`src/rtl/div_pkg.sv`:
```
// div_pkg: shared types and default widths for the div unit.
// Holds the FSM state encoding and a counter-width helper.
package div_pkg;

    localparam int A_W = 16;
    localparam int B_W = 8;

    typedef enum logic {
        IDLE = 1'b0,
        WORK = 1'b1
    } state_t;

    function automatic int cnt_w(input int w);
        return (w > 1) ? $clog2(w) : 1;
    endfunction

endpackage

```
`src/rtl/div_step.sv`:
```
// div_step: one restoring division step.
// Shifts in a dividend bit, trial-subtracts the divisor, restores on borrow.
module div_step #(
    parameter int B_W = 8
) (
    input  logic [B_W:0]   rem,
    input  logic           din,
    input  logic [B_W-1:0] b,
    output logic [B_W:0]   rem_nx,
    output logic           qbit
);

    logic [B_W+1:0] sh;
    logic [B_W:0]   diff;

    // trial subtract; keep difference only when it does not go negative
    always_comb begin
        sh     = {rem, din};
        qbit   = (sh >= {2'b00, b});
        diff   = sh[B_W:0] - {1'b0, b};
        rem_nx = qbit ? diff : sh[B_W:0];
    end

endmodule

```
`src/rtl/div.sv`:
```
// div: sequential unsigned restoring divider, one quotient bit per cycle.
// Optional macro DIV_ZERO_DETECT_EN adds dz_o and a zero-divisor fast path.
module div #(
    parameter int A_W = div_pkg::A_W,
    parameter int B_W = div_pkg::B_W
) (
    input  logic           clk_i,
    input  logic           rst_i,
    input  logic [A_W-1:0] a_bi,
    input  logic [B_W-1:0] b_bi,
    input  logic           start_i,
    output logic           busy_o,
    output logic [A_W-1:0] q_bo,
    output logic [B_W-1:0] r_bo
`ifdef DIV_ZERO_DETECT_EN
    ,
    output logic           dz_o
`endif
);

    import div_pkg::*;

    localparam int CW = cnt_w(A_W);

    state_t         state;
    state_t         state_nx;
    logic [CW-1:0]  cnt;
    logic [A_W-1:0] aq;
    logic [B_W-1:0] bq;
    logic [B_W:0]   rem;
    logic [B_W:0]   rem_nx;
    logic           qbit;
    logic [A_W-1:0] q_r;
    logic [B_W-1:0] r_r;
    logic           bz;
    logic           load;
    logic           step;
    logic           done;
    logic           zero;

`ifdef DIV_ZERO_DETECT_EN
    assign bz = (b_bi == '0);
`else
    assign bz = 1'b0;
`endif

    div_step #(
        .B_W(B_W)
    ) u_step (
        .rem   (rem),
        .din   (aq[A_W-1]),
        .b     (bq),
        .rem_nx(rem_nx),
        .qbit  (qbit)
    );

    // next-state and datapath control
    always_comb begin
        state_nx = state;
        load     = 1'b0;
        step     = 1'b0;
        done     = 1'b0;
        zero     = 1'b0;
        unique case (state)
            IDLE: begin
                if (start_i) begin
                    if (bz) begin
                        zero = 1'b1;
                    end else begin
                        load     = 1'b1;
                        state_nx = WORK;
                    end
                end
            end
            WORK: begin
                step = 1'b1;
                if (cnt == '0) begin
                    done     = 1'b1;
                    state_nx = IDLE;
                end
            end
        endcase
    end

    // state register
    always_ff @(posedge clk_i or negedge rst_i) begin
        if (!rst_i) state <= IDLE;
        else        state <= state_nx;
    end

    // operand latch, shift/subtract iteration and result capture
    always_ff @(posedge clk_i or negedge rst_i) begin
        if (!rst_i) begin
            cnt <= '0;
            aq  <= '0;
            bq  <= '0;
            rem <= '0;
            q_r <= '0;
            r_r <= '0;
        end else begin
            if (load) begin
                aq  <= a_bi;
                bq  <= b_bi;
                rem <= '0;
                cnt <= CW'(A_W - 1);
            end
            if (step) begin
                aq  <= {aq[A_W-2:0], qbit};
                rem <= rem_nx;
                cnt <= cnt - CW'(1);
            end
            if (done) begin
                q_r <= {aq[A_W-2:0], qbit};
                r_r <= rem_nx[B_W-1:0];
            end
            if (zero) begin
                q_r <= '1;
                r_r <= '0;
            end
        end
    end

`ifdef DIV_ZERO_DETECT_EN
    // sticky zero-divisor flag, cleared by the next real start
    always_ff @(posedge clk_i or negedge rst_i) begin
        if (!rst_i)    dz_o <= 1'b0;
        else if (zero) dz_o <= 1'b1;
        else if (load) dz_o <= 1'b0;
    end
`endif

    assign busy_o = (state == WORK);
    assign q_bo   = q_r;
    assign r_bo   = r_r;

endmodule

```
`config.mk`:
```
export PLATFORM = sky130hd
export DESIGN_NAME = div
export DESIGN_NICKNAME = d
export VERILOG_FILES = /design/src/rtl/div_pkg.sv /design/src/rtl/div_step.sv /design/src/rtl/div.sv
export SDC_FILE = /design/constraint.sdc
export NUM_CORES = 1
export LEC_CHECK = 0
export ABC_AREA = 0
export CORE_MARGIN = 2
export CORE_UTILIZATION = 45
export DETAILED_ROUTE_END_ITERATION = 8
export PLACE_DENSITY = 0.8
export SKIP_CTS_REPAIR_TIMING = 1
export SYNTH_ARGS = -nofsm -noshare
export SYNTH_HDL_FRONTEND = slang
export SYNTH_SLANG_ARGS = --single-unit
```
`constraint.sdc`:
```
create_clock -name clk_i -period 3.24 [get_ports clk_i]
set_input_delay 0.324 -clock clk_i [delete_from_list [all_inputs] [get_ports clk_i]]
set_output_delay 0.324 -clock clk_i [all_outputs]
set_load 0.1 [all_outputs]
```
==> out/results.ini <==
[clock_tree]
cts_buffer_depth=2
cts_tree=done
clkTransAtPathRegs_ps=70
htree_levels=3
cts_root_buf=clkbuf_8
cts_sinks=62
cts_buffers=9
clk_latency_ps=340

[setup_path]
critPathTopFamily=simple AND/OR/NAND/NOR gates
r2r_cells=9
crit_start=aq[15]
cp_max_fo=14
arrival_ps=2850
endpoint_kind=register
worstSetupStartpointType=register
worstSetupPathType=register to register
crit_path_cell_trace=inv_1, ha_1, inv_1, fa_1, nand3_2, a21oi_1, and4bb_1, mux2i_1, mux2_2
r2r_end=r_bo[0]
cp_slowest_stage_delay_ps=710
cpMaxStageDelayCell=and4bb_1
r2r_slack_ps=610
crit_buf_inv=2
cp_data_required_time_ps=3470
worstReg2RegStart=aq[15]
cp_common_cell=inv_1

[timing]
tns_ps=0
worstMarginPinSlew_ps=1000
finalSetupViolCount=0
final.period_utilization=0.810
fmax_mhz=381
slew_viol_final=0
min_period_ps=2630
rsz0062_at_grt=no
hold_viol=0
relSlewSlack=0.330
finalClockSkew_ps=7.78

[die]
die-area_um2=7490
coreArea_um2=6680
rows=30
start_util=0.459
die_w_um=86.5
die_h_um=86.5
ios=52

[finish]
syn_to_final_growth_pct=25.1
nFillCells=587
drive_gt1_frac=0.0824
fin_nets=409
antenna_cells=0

[drt]
routed_wl_mm=6.87
ant_nets=0
via_per_inst=5.31
dr.pass1.iters=5
vias=2420
first_iter_violations=173
wl_per_cell_um=15.1
drc=0

[yosys]
synth-edff-count=0
ys_ff_latch=62
syn_area_um2=3060
syn_nets=360
ys_seq_area_frac=0.506
dominantRegCellSynth=dfrtp_1
syn_avg_cell_area_um2=9.52
ys.warnings.count=0
synthCells=322
synth.distinct_cells=44
ys_async_sr_fraction=1.00

[grt]
grt_pass1_vias=2419
antenna_found_initial=0
grt-ovfl-total=0
grt_first_pass_wirelength_mm=11.3
grt_max_degree=44
grt_usage=0.197

[place]
dp_hpwl_mm=4.84
port-buffer-count=51
gp_congestion=0.813

[min_path]
hold_class=primary input to async pin

[outcome]
outcome=finished clean

[run]
cap_violations=0

-- cell families after synthesis --
group / Yosys count / synth area share
XOR/XNOR: 6 / 0.0172
AO/OA/AOI/OAI: 64 / 0.127
buffers and inverters: 33 / 0.0498
adder cells (fa/ha/maj): 11 / 0.0474
multiplexers: 24 / 0.0792
AND/OR/NAND/NOR: 122 / 0.173
flip-flops: 62 / 0.506
-- registers in the layout, indices dropped and copies added (netlist names) --
signal,flops
busy_o,1
cnt,4
rem,9
aq,16
bq,8
q_bo,16
r_bo,8
-- worst max path at each step --
stage / slack, ps / end / cells after the start
after floorplan: 1130 / rem[4] / 11
after global placement: 770 / r_bo[0] / 9
after detailed placement: 640 / r_bo[0] / 9
after CTS: 620 / r_bo[0] / 9
after global routing: 440 / r_bo[0] / 9
final: 610 / r_bo[0] / 9
-- metrics by stage --
step,cells,hold slack [ps],setup WS (ps),cell area [um^2],utilization
2_1_floorplan,322,28.4,1130,3060,-
3_3_place_gp,440,461,766,3610,0.541
3_5_place_dp,440,465,644,3610,0.541
4_1_cts,456,164,616,3830,0.574
5_1_grt,456,227,439,3830,0.574
6_report,456,141,615,3830,0.574
-- worst register-to-register path, cell delays in order, from the launching register on --
cell,delay (ps)
dfrtp_1,380
inv_1,90
ha_1,160
inv_1,50
fa_1,420
nand3_2,130
a21oi_1,90
and4bb_1,710
mux2i_1,200
mux2_2,300
-- layout by cell type, fill, tap and decap left out, types with 5 or more instances in the layout --
cell              n
o21ai_1          29
ha_1             10
inv_1            13
nor3_1            6
dfrtp_1          62
nand2_1          83
mux2i_1          22
nor2_1           11
nand3_1           5
a21oi_1          13
clkdlybuf4s50_1  49
buf_4             7
clkbuf_8          9
-- cell usage after synthesis, types with 2 or more instances --
master,count,area share
nand2_1,83,0.10
dfrtp_1,62,0.51
o21ai_1,29,0.047
mux2i_1,22,0.072
a21oi_1,13,0.021
clkbuf_1,13,0.016
inv_1,13,0.016
nor2_1,11,0.013
ha_1,10,0.041
nor3_1,6,0.0098
nand3_1,5,0.0082
a31oi_1,4,0.0082
o22ai_1,4,0.0082
and3_1,3,0.0061
nand4_1,3,0.0061
nor2b_1,3,0.0061
xnor2_1,3,0.0086
xor2_1,3,0.0086
a211oi_1,2,0.0049
a21o_1,2,0.0049
buf_2,2,0.0033
buf_4,2,0.0049
nand2b_1,2,0.0041
o31ai_1,2,0.0049
-- per-layer routing --
| layer | vias to the layer above | wire length [um] | GRT usage |
|---|---|---|---|
| li1 | 1195 | - | - |
| met1 | 1147 | 2900 | 0.242 |
| met4 | 0 | 165 | 0.0966 |
| met3 | 16 | 312 | 0.0400 |
| met5 | - | 0 | 0 |
| met2 | 62 | 3490 | 0.331 |
-- final cells by class --
| cell class | count | area (um^2) | area share |
|---|---|---|---|
| clock inverter | 7 | 96.3 | 0.0251 |
| multi-input combinational | 227 | 1360 | 0.355 |
| clock buffer | 9 | 124 | 0.0323 |
| inverter | 14 | 52.6 | 0.0137 |
| timing repair buffer | 57 | 548 | 0.143 |
| tap | 80 | 100 | 0.0261 |
| sequential | 62 | 1550 | 0.405 |
Power is left out: the tool's default activity adds up to more than one toggle a clock period on the data nets, which glitch-free logic cannot reach.
